<file path="src/rtl/hilo_pkg.sv">
// Shared definitions for the HI/LO multiply/divide unit: state encoding,
// the ALU operation codes of the HI/LO class, and divider constants.
package hilo_pkg;

  typedef enum logic [1:0] {
    ST_IDLE     = 2'd0,
    ST_MUL      = 2'd1,
    ST_DIV_LOOP = 2'd2,
    ST_DIV_FIX  = 2'd3
  } hilo_state_e;

  // ALU operation codes produced by the decode control
  localparam logic [5:0] ALU_ADD   = 6'h20;
  localparam logic [5:0] ALU_MFHI  = 6'h10;
  localparam logic [5:0] ALU_MTHI  = 6'h11;
  localparam logic [5:0] ALU_MFLO  = 6'h12;
  localparam logic [5:0] ALU_MTLO  = 6'h13;
  localparam logic [5:0] ALU_MULT  = 6'h18;
  localparam logic [5:0] ALU_MULTU = 6'h19;
  localparam logic [5:0] ALU_DIV   = 6'h1A;
  localparam logic [5:0] ALU_DIVU  = 6'h1B;

  // One quotient bit per iteration
  localparam int DIV_ITERS = 32;

  // True for every operation that reads or writes HI/LO
  function automatic logic is_hilo_op(input logic [5:0] op);
    return (op == ALU_MULT) || (op == ALU_MULTU) ||
           (op == ALU_DIV)  || (op == ALU_DIVU)  ||
           (op == ALU_MTHI) || (op == ALU_MTLO)  ||
           (op == ALU_MFHI) || (op == ALU_MFLO);
  endfunction

endpackage

</file>
<file path="src/rtl/div_iter_core.sv">
// Serial restoring radix-2 divider on unsigned 32-bit operands.
// start loads the operands; the core then produces one quotient bit per
// cycle for DIV_ITERS cycles. last is high in the cycle performing the
// final iteration, so quotient/remainder are final from the next cycle.
module div_iter_core
  import hilo_pkg::*;
(
  input  logic        clk,
  input  logic        rst,
  input  logic        abort,
  input  logic        start,
  input  logic [31:0] dividend,
  input  logic [31:0] divisor,
  output logic        last,
  output logic [31:0] quotient,
  output logic [31:0] remainder
);

  logic        run_reg;
  logic [5:0]  cnt_reg;
  logic [31:0] rem_reg;
  logic [31:0] quot_reg;
  logic [31:0] dvsr_reg;

  logic [32:0] rem_shift;
  logic [32:0] diff;
  logic        fits;

  // Trial subtraction of the divisor from the shifted partial remainder
  always_comb begin
    rem_shift = {rem_reg, quot_reg[31]};
    diff      = rem_shift - {1'b0, dvsr_reg};
    fits      = ~diff[32];
  end

  assign last      = run_reg && (cnt_reg == 6'(DIV_ITERS - 1));
  assign quotient  = quot_reg;
  assign remainder = rem_reg;

  // Iteration state: load on start, shift one bit per cycle while running
  always_ff @(posedge clk) begin
    if (rst) begin
      run_reg  <= 1'b0;
      cnt_reg  <= 6'd0;
      rem_reg  <= 32'd0;
      quot_reg <= 32'd0;
      dvsr_reg <= 32'd0;
    end else if (abort) begin
      run_reg <= 1'b0;
      cnt_reg <= 6'd0;
    end else if (start) begin
      run_reg  <= 1'b1;
      cnt_reg  <= 6'd0;
      rem_reg  <= 32'd0;
      quot_reg <= dividend;
      dvsr_reg <= divisor;
    end else if (run_reg) begin
      rem_reg  <= fits ? diff[31:0] : rem_shift[31:0];
      quot_reg <= {quot_reg[30:0], fits};
      cnt_reg  <= cnt_reg + 6'd1;
      if (last) begin
        run_reg <= 1'b0;
      end
    end
  end

endmodule

</file>
<file path="src/rtl/hilo_muldiv_unit.sv">
// Execute-stage HI/LO unit: owns HI/LO, runs the multi-cycle multiply and
// the iterative divide, and stalls HI/LO instructions while busy.
module hilo_muldiv_unit
  import hilo_pkg::*;
#(
  parameter int MULT_CYCLES = 2
)
(
  input  logic        clk,
  input  logic        rst,
  input  logic        flush,
  input  logic        valid,
  input  logic [5:0]  alu_op,
  input  logic [31:0] operand_a,
  input  logic [31:0] operand_b,
  output logic        stall,
  output logic        busy,
  output logic [31:0] rd_data,
  output logic        done,
  output logic [31:0] hi,
  output logic [31:0] lo
);

  hilo_state_e state_reg, state_next;
  logic        busy_reg;

  logic [31:0] hi_reg, lo_reg;
  logic        done_reg;

  logic [31:0] mul_a_reg, mul_b_reg;
  logic        mul_signed_reg;
  logic [3:0]  mul_cnt_reg;

  logic        div_signed_reg;
  logic        sign_a_reg, sign_b_reg;
  logic        div_zero_reg;
  logic [31:0] div_a_raw_reg;

  logic        hilo_op, accept;
  logic        op_mul, op_div, op_signed;
  logic        mul_last;
  logic [63:0] mul_a_ext, mul_b_ext, product;
  logic [31:0] div_dividend, div_divisor;
  logic        div_last;
  logic [31:0] div_quot, div_rem;

  logic        mul_load, div_start;
  logic        hi_we, lo_we, done_next;
  logic [31:0] hi_wdata, lo_wdata;

  assign hilo_op   = is_hilo_op(alu_op);
  assign stall     = busy_reg & valid & hilo_op;
  assign accept    = valid & hilo_op & ~stall & ~flush;
  assign op_mul    = (alu_op == ALU_MULT) || (alu_op == ALU_MULTU);
  assign op_div    = (alu_op == ALU_DIV)  || (alu_op == ALU_DIVU);
  assign op_signed = (alu_op == ALU_MULT) || (alu_op == ALU_DIV);
  assign mul_last  = (state_reg == ST_MUL) && (mul_cnt_reg == 4'(MULT_CYCLES));

  // Extending to 64 bits makes the low 64 product bits right for both signednesses
  assign mul_a_ext = {{32{mul_signed_reg & mul_a_reg[31]}}, mul_a_reg};
  assign mul_b_ext = {{32{mul_signed_reg & mul_b_reg[31]}}, mul_b_reg};
  assign product   = mul_a_ext * mul_b_ext;

  // Signed divides run on magnitudes; signs are re-applied in DIV_FIX
  assign div_dividend = (alu_op == ALU_DIV && operand_a[31]) ? (~operand_a + 32'd1) : operand_a;
  assign div_divisor  = (alu_op == ALU_DIV && operand_b[31]) ? (~operand_b + 32'd1) : operand_b;

  div_iter_core u_div (
    .clk       (clk),
    .rst       (rst),
    .abort     (flush),
    .start     (div_start),
    .dividend  (div_dividend),
    .divisor   (div_divisor),
    .last      (div_last),
    .quotient  (div_quot),
    .remainder (div_rem)
  );

  // State register; busy is registered from the next state
  always_ff @(posedge clk) begin
    if (rst) begin
      state_reg <= ST_IDLE;
      busy_reg  <= 1'b0;
    end else begin
      state_reg <= state_next;
      busy_reg  <= (state_next != ST_IDLE);
    end
  end

  // Next-state logic; flush always returns to IDLE
  always_comb begin
    state_next = state_reg;
    if (flush) begin
      state_next = ST_IDLE;
    end else begin
      case (state_reg)
        ST_IDLE: begin
          if (accept && op_mul) state_next = ST_MUL;
          else if (accept && op_div) state_next = ST_DIV_LOOP;
        end
        ST_MUL:      if (mul_last) state_next = ST_IDLE;
        ST_DIV_LOOP: if (div_last) state_next = ST_DIV_FIX;
        ST_DIV_FIX:  state_next = ST_IDLE;
        default:     state_next = ST_IDLE;
      endcase
    end
  end

  // Output decode: operand loads, HI/LO write enables and data, done
  always_comb begin
    mul_load  = 1'b0;
    div_start = 1'b0;
    hi_we     = 1'b0;
    lo_we     = 1'b0;
    hi_wdata  = operand_a;
    lo_wdata  = operand_a;
    done_next = 1'b0;
    if (state_reg == ST_IDLE && accept) begin
      mul_load  = op_mul;
      div_start = op_div;
      hi_we     = (alu_op == ALU_MTHI);
      lo_we     = (alu_op == ALU_MTLO);
    end
    if (mul_last && !flush) begin
      hi_we     = 1'b1;
      lo_we     = 1'b1;
      hi_wdata  = product[63:32];
      lo_wdata  = product[31:0];
      done_next = 1'b1;
    end
    if (state_reg == ST_DIV_FIX && !flush) begin
      hi_we     = 1'b1;
      lo_we     = 1'b1;
      done_next = 1'b1;
      if (div_zero_reg) begin
        hi_wdata = div_a_raw_reg;
        lo_wdata = 32'hFFFF_FFFF;
      end else begin
        hi_wdata = (div_signed_reg && sign_a_reg) ? (~div_rem + 32'd1) : div_rem;
        lo_wdata = (div_signed_reg && (sign_a_reg ^ sign_b_reg)) ? (~div_quot + 32'd1) : div_quot;
      end
    end
  end

  // Architectural HI/LO, done pulse and latched operation context
  always_ff @(posedge clk) begin
    if (rst) begin
      hi_reg         <= 32'd0;
      lo_reg         <= 32'd0;
      done_reg       <= 1'b0;
      mul_a_reg      <= 32'd0;
      mul_b_reg      <= 32'd0;
      mul_signed_reg <= 1'b0;
      mul_cnt_reg    <= 4'd0;
      div_signed_reg <= 1'b0;
      sign_a_reg     <= 1'b0;
      sign_b_reg     <= 1'b0;
      div_zero_reg   <= 1'b0;
      div_a_raw_reg  <= 32'd0;
    end else begin
      done_reg <= done_next;
      if (hi_we) hi_reg <= hi_wdata;
      if (lo_we) lo_reg <= lo_wdata;
      if (mul_load) begin
        mul_a_reg      <= operand_a;
        mul_b_reg      <= operand_b;
        mul_signed_reg <= op_signed;
        mul_cnt_reg    <= 4'd1;
      end else if (state_reg == ST_MUL) begin
        mul_cnt_reg <= mul_cnt_reg + 4'd1;
      end
      if (div_start) begin
        div_signed_reg <= op_signed;
        sign_a_reg     <= op_signed & operand_a[31];
        sign_b_reg     <= op_signed & operand_b[31];
        div_zero_reg   <= (operand_b == 32'd0);
        div_a_raw_reg  <= operand_a;
      end
    end
  end

  assign busy    = busy_reg;
  assign done    = done_reg;
  assign hi      = hi_reg;
  assign lo      = lo_reg;
  assign rd_data = (alu_op == ALU_MFHI) ? hi_reg : lo_reg;

endmodule
</file>
<file path="config.mk">
export PLATFORM = sky130hd
export DESIGN_NAME = hilo_muldiv_unit
export DESIGN_NICKNAME = d
export VERILOG_FILES = /design/src/rtl/hilo_pkg.sv /design/src/rtl/div_iter_core.sv /design/src/rtl/hilo_muldiv_unit.sv
export SDC_FILE = /design/constraint.sdc
export NUM_CORES = 2
export LEC_CHECK = 0
export ABC_AREA = 1
export CAP_MARGIN = 20
export CELL_PAD_IN_SITES_DETAIL_PLACEMENT = 0
export CELL_PAD_IN_SITES_GLOBAL_PLACEMENT = 1
export CORE_MARGIN = 2
export CORE_UTILIZATION = 35
export CTS_CLUSTER_SIZE = 28
export DETAILED_ROUTE_END_ITERATION = 10
export GPL_TIMING_DRIVEN = 1
export PLACE_DENSITY_LB_ADDON = 0.1
export SLEW_MARGIN = 15
export SYNTH_ARGS = -nofsm -noshare
export SYNTH_HDL_FRONTEND = slang
export SYNTH_SLANG_ARGS = --single-unit
</file>
<file path="constraint.sdc">
create_clock -name clk -period 15.6 [get_ports clk]
set_input_delay 3.12 -clock clk [delete_from_list [all_inputs] [get_ports clk]]
set_output_delay 3.12 -clock clk [all_outputs]
set_load 0.01 [all_outputs]
</file>
== Yosys cells after proc, flatten, opt, wreduce, memory -nomap -nowiden ==
Index checks and enable logic that the tools add are counted.

* Flip-flop bits (word level): 276
* Input port bits: 74
* Output and inout port bits: 99
* Logic and storage cells: 126

* $add $sub $neg: 7
* Multiply operators: 1
* Eq/ne operators: 13
* Multiplexer cells: 37
* Bitwise logic cells: 17
* Reductions and logical operators: 31

{| class="wikitable"
|+ Operators with widths
! operator !! number
|-
| $mux W32 || 16
|-
| $add A32 B1 Y32 const B || 4
|-
| $not A32 Y32 || 4
|-
| $mul A33 B33 Y64 || 1
|-
| $eq A6 B5 Y1 const B || 9
|-
| $sub A33 B32 Y33 || 1
|-
| $logic_not A32 Y1 || 1
|-
| $mux W1 || 15
|-
| $logic_and A1 B1 Y1 || 11
|-
| $mux W2 || 5
|-
| $and A1 B1 Y1 || 9
|-
| $logic_or A1 B1 Y1 || 9
|-
| $pmux W2 S4 || 1
|-
| $add A6 B1 Y6 const B || 1
|-
| $reduce_bool A2 Y1 || 3
|-
| $add A4 B1 Y4 const B || 1
|-
| $eq A2 B2 Y1 const B || 2
|-
| $eq A4 B2 Y1 const B || 1
|-
| $reduce_and A2 Y1 || 2
|-
| $reduce_or A2 Y1 || 2
|-
| $not A1 Y1 || 3
|-
| $reduce_or A3 Y1 || 1
|-
| $eq A2 B1 Y1 const B || 1
|-
| $logic_not A2 Y1 || 1
|-
| other kinds (2) || 2
|}

== Longest topological paths before layout ==
* Depth in word-level cells: 18
* Depth in mapped cells: 37
* Depth with buffers taken out: 35

== Modules after synthesis ==
From an unflattened synthesis, not the netlist that was laid out.

* Cell total of the unflattened synthesis: 8,041
* Area, all modules: 58,393.5 um2

{| class="wikitable"
|+ By module, submodules not included
! module !! times used !! cells an instance !! area an instance (um2) !! seq. area each (um2)
|-
| hilo_muldiv_unit || 1 || 6,848 || 51,285.4 || 3,463.3
|-
| div_iter_core || 1 || 1,193 || 7,108.1 || 2,062.0
|}

== Least setup slack after synthesis ==
OpenSTA, ideal clock, no wires.

* Path kind: register to register
* From: reg mul_a_reg[31]
* To: reg hi_reg[18] (netlist: hi[18])
* Setup time: 0.119 ns
* Arrival: 7.570 ns
* Required time: 15.481 ns
* Slack: 7.911 ns
* Cell stages (with the launch flop): 35
* Buffers on the path: 2
* Clock period less this slack: 7.689 ns
* Path through: dfxtp_1 -> clkbuf_1 -> nand2_1 -> inv_1 -> clkbuf_1 -> nand2_1 -> inv_1 -> fa_1 -> inv_1 -> fa_1 -> inv_1 -> fa_1 -> fa_1 -> inv_1 -> fa_1 -> inv_1 -> fa_1 -> inv_1 -> fa_1 -> fa_1 -> inv_1 -> ha_1 -> nand2_1 -> nor2_1 -> inv_1 -> nor3_1 -> nand2_1 -> nor3_1 -> nand2_1 -> nand3_1 -> nand2_1 -> nand3_1 -> nand2_1 -> nand2_1 -> a21oi_1

* Longest elaborated chain between the ends: 4

{| class="wikitable"
|+ RTL lines
! element !! line !! RTL
|-
| from (decl) || hilo_muldiv_unit.sv:30 || <nowiki>logic [31:0] mul_a_reg, mul_b_reg;</nowiki>
|-
| from (signal assigned) || hilo_muldiv_unit.sv:166 || <nowiki>mul_a_reg <= operand_a;</nowiki>
|-
| $and A1 B1 Y1 || hilo_muldiv_unit.sv:60 || <nowiki>assign mul_a_ext = {{32{mul_signed_reg & mul_a_reg[31]}}, mul_a_reg};</nowiki>
|-
| $mul A33 B33 Y64 * || hilo_muldiv_unit.sv:62 || <nowiki>assign product = mul_a_ext * mul_b_ext;</nowiki>
|-
| $mux W32 * || hilo_muldiv_unit.sv:125 || <nowiki>if (mul_last && !flush) begin</nowiki>
|-
| $mux W32 * || hilo_muldiv_unit.sv:132 || <nowiki>if (state_reg == ST_DIV_FIX && !flush) begin</nowiki>
|-
| to (signal assigned) || hilo_muldiv_unit.sv:163 || <nowiki>if (hi_we) hi_reg <= hi_wdata;</nowiki>
|-
| to (decl) || hilo_muldiv_unit.sv:27 || <nowiki>logic [31:0] hi_reg, lo_reg;</nowiki>
|}

Mark *: on every way between the ends. The rest lies on a longest branch, timed or not.
A chain may end at the register's enable or synchronous reset.

== Worst setup path after layout ==
* From: reg mul_a_reg[31]
* To: reg hi_reg[31] (netlist: hi[31])

Same word-level chain as after synthesis.

==> key figures <==
GRT
  • Largest net degree at the start of global routing: ~110
  • Antenna violations before repair: 2
  • Number of global-route vias before repair: around 53000
  • GRT overflow: 0
  • All-Layer GR Usage: 26.5%
  • Global-route wire length before repair: approximately 340000 um

CTS
  • Post-CTS Hold Buffers: 0
  • TritonCTS clock tree: yes
  • Post-cts resize count: 0
  • TritonCTS buffer count: 37
  • H-tree depth: 2
  • Clk pin slew, worst setup/hold paths: approximately 60 ps
  • Root Buffer: clkbuf_16
  • Postcts setup bufs: 0
  • Clk sinks: approximately 280
  • Maximum clock insertion buffer count: 3
  • Worst skew pair latency: approximately 600 ps

Logic synthesis
  • Combinational family with the most area after synthesis: adder cells
  • Post-Synth Adder-Cell Area: 44.9%
  • Yosys warning count: 0
  • Post-Synth XOR/XNOR Area: 1.22%
  • Synth Instances: a little under 8000
  • Mux contribution to synthesized area: less than 1%
  • Yosys top cell area share: between 30% and 40%
  • Sequential area share after synthesis: under 10%
  • Number of flops mapped to enable cells by yosys: 0
  • Main synth FF type: dfxtp_1
  • Cell variety after synth: 57
  • Synth area leader: fa_1
  • Async SR Flop Fraction: 0%
  • Yosys reg bits: 276
  • Synthesized area per cell: approximately 7.3 um2
  • Synth Cell Area: between 50000 and 60000 um2
  • Area contributors post-synth: fa_1 (39%), inv_1 (13%), nand2_1 (13%), dfxtp_1 (9.7%), ha_1 (5.5%)
  • Syn nets: roughly 9000
  • Post-Synth Simple-Gate Area: 19.7%
  • Synth Area in Compound Gates: 8.52%

Critical path
  • CP max FO: 36
  • Worst reg-to-reg path cell count: 31
  • Slowest cell on crit path: fa_1
  • Critical Path AT: around 9700 ps
  • Crit path launch type: register
  • CP required: between 15000 and 20000 ps
  • R2R setup slack: 6430 ps
  • CP max stage delay: around 860 ps
  • Reg2Reg Launch Point: mul_a_reg[31]$_SDFFE_PP0P_
  • Worst R2R End: hi[31]$_SDFFE_PP0P_
  • Crit Path Category: register to register
  • Element type at the critical path end: register

Outcome
  • Status: finished clean

Final layout
  • Nets: just over 9000
  • Fillers: between 15000 and 20000
  • Layout Utilization: roughly two fifths
  • FF/Latch Area: about 5500 um2
  • Share of layout cells above drive strength 1: 3.21%
  • Layout Area Growth over Synthesis: 8.39%
  • Multi-input logic area: about 43000 um2
  • Post-Layout Cell Count: ~9900

Hold path
  • Hold endpoint: div_a_raw_reg[25]$_SDFFE_PP0P_
  • Hold path start: div_a_raw_reg[25]$_SDFFE_PP0P_
  • Hold path depth: 2
  • Hold crit path type: register to register

Timing
  • RSZ-0062 raised after global routing: false
  • Final worst slack: between 6000 and 7000 ps
  • Final hold vios: 0
  • Worst-Margin Slew: 1050 ps
  • F_max: 109 MHz
  • Setup TNS: 0 ps
  • Slew HR: 29.2%
  • Slew Limit Fails: 0
  • Final setup violation count: 0
  • Final min period: 9170 ps
  • Clock skew: ~37 ps
  • Final period utilization: approximately three fifths

Floorplanning
  • FP Rows: ~150
  • Initial Utilization: between 30% and 40%
  • Die Height: 408 um
  • Die area: 167000 um2
  • Chip width: between 400 and 500 um
  • Core area: between 150000 and 200000 um2
  • Total I/O pin count: 173

Place
  • DP Worst Slack: around 6500 ps
  • Detailed placement HPWL: approximately 180000 um
  • Cells after DPL: slightly below 10000
  • Final RePlAce weighted congestion: 0.939
  • IO Port Bufs: around 170

Routing
  • DRT antenna net count: 0
  • DR pass1 iterations: 6
  • DRC: 0
  • Via/cell ratio: 4.99
  • Avg WL per Cell: between 20 and 25 um
  • Iteration-0 DRC Markers: around 3600
  • Routed WL: ~220000 um
  • Via count: between 40000 and 50000

Power and ir drop
  • Power per Cell Area: 27.5 nW/um2
  • Worst vdd ir: roughly 0.000064 V
  • Total power: approximately 1700 uW
  • Pleak: between 0.03 and 0.04 uW

Flow run
  • Max Cap Viol: 0
[power by group]
group          internal [uW]  switching (uW)  leakage [uW]  total, uW
clock network            483             395      0.000564        878
registers                705           0.773       0.00223        706
logic                   33.9            85.8        0.0298        120
[critical path, delay by kind of cell (launching register included)]
kind,cells,cell delay (ps)
flip-flops,1,300
buffers and inverters,10,2100
AO/OA/AOI/OAI,2,290
AND/OR/NAND/NOR,10,1700
adder cells (fa/ha/maj),9,4690
[synthesized netlist by cell type, types with 5 or more instances]
master and instances:
a211oi_1 24, a21o_1 7, a21oi_1 392, a221oi_1 5
a31oi_1 26, buf_1 18, buf_2 32, buf_4 8
clkbuf_1 343, dfxtp_1 276, fa_1 1126, ha_1 251
inv_1 1911, inv_2 14, mux2_2 32, nand2_1 1908
nand3_1 282, nand3b_1 15, nand4_1 48, nor2_1 449
nor3_1 46, nor3_2 5, nor4_1 9, o211ai_1 28
o21a_1 6, o21ai_0 340, o21ai_1 24, o21bai_1 21
o22ai_1 5, o31ai_1 9, or2_2 16, xnor2_1 25
xor2_1 55
[layout by cell type (no fill, tap or decap), types with 6 or more instances in the layout]
master / instances
o21ai_1: 24
a211oi_1: 24
nor3_1: 46
clkdlybuf4s50_1: 171
clkbuf_1: 11
mux2_2: 32
nand3_1: 279
o21a_1: 6
fa_1: 1126
a21oi_1: 392
nand4_1: 48
inv_2: 14
ha_1: 251
clkbuf_16: 37
dfxtp_1: 266
o21ai_0: 340
dfxtp_2: 10
a21o_1: 7
nand3b_1: 15
nand2_1: 1906
inv_1: 1910
o31ai_1: 9
a31oi_1: 26
buf_4: 92
nor2_1: 447
o211ai_1: 28
o21bai_1: 21
xnor2_1: 25
or2_2: 16
xor2_1: 55
nor4_1: 9
[routing by layer]
layer / up-vias / global-route usage, % / part of all wire, %
met3: 229 / 1.37 / 3.4
li1: 22800 / - / -
met5: - / 0 / 0.0060
met1: 25300 / 35.4 / 44
met4: 2 / 6.30 / 2.6
met2: 1079 / 46.8 / 50
[how the worst max path moves through the flow]
| stage | start | to | slack [ps] | cells past startpoint |
|---|---|---|---|---|
| 6_report | mul_a_reg[31]$_SDFFE_PP0P_ | hi[31]$_SDFFE_PP0P_ | 6430 | 31 |
| 5_1_grt | mul_a_reg[31]$_SDFFE_PP0P_ | hi[31]$_SDFFE_PP0P_ | 5850 | 31 |
| 4_1_cts | mul_a_reg[31]$_SDFFE_PP0P_ | hi[31]$_SDFFE_PP0P_ | 6420 | 31 |
| 3_5_place_dp | mul_a_reg[31]$_SDFFE_PP0P_ | hi[18]$_SDFFE_PP0P_ | 6480 | 33 |
| 3_3_place_gp | mul_a_reg[31]$_SDFFE_PP0P_ | hi[31]$_SDFFE_PP0P_ | 6530 | 32 |
| 2_1_floorplan | mul_a_reg[31]$_SDFFE_PP0P_ | hi[18]$_SDFFE_PP0P_ | 7910 | 34 |
[final cells by class]
type	count	area share, %
clock buffers	53	1.67
diodes	1	0.00404
flip-flops and latches	276	8.93
well taps	2175	4.39
multi-input cells	5186	69.2
inverters	1926	11.7
repair buffers	264	3.91
clock inverters	12	0.226
[cell families after synthesis]
logic type | Yosys count
AND/OR/NAND/NOR | 2793
buffers and inverters | 2327
adder cells (fa/ha/maj) | 1377
AO/OA/AOI/OAI | 903
flip-flops | 276
XOR/XNOR | 80
multiplexers | 33
[per-stage QoR]
| stage | area [um2] | hold slack (ps) |
|---|---|---|
| 2_1_floorplan | 57200 | 427 |
| 3_3_place_gp | 60800 | 438 |
| 3_5_place_dp | 60800 | 444 |
| 4_1_cts | 62000 | 453 |
| 5_1_grt | 62000 | 487 |
| 6_report | 62000 | 456 |
(Power assumes the default switching activity.)
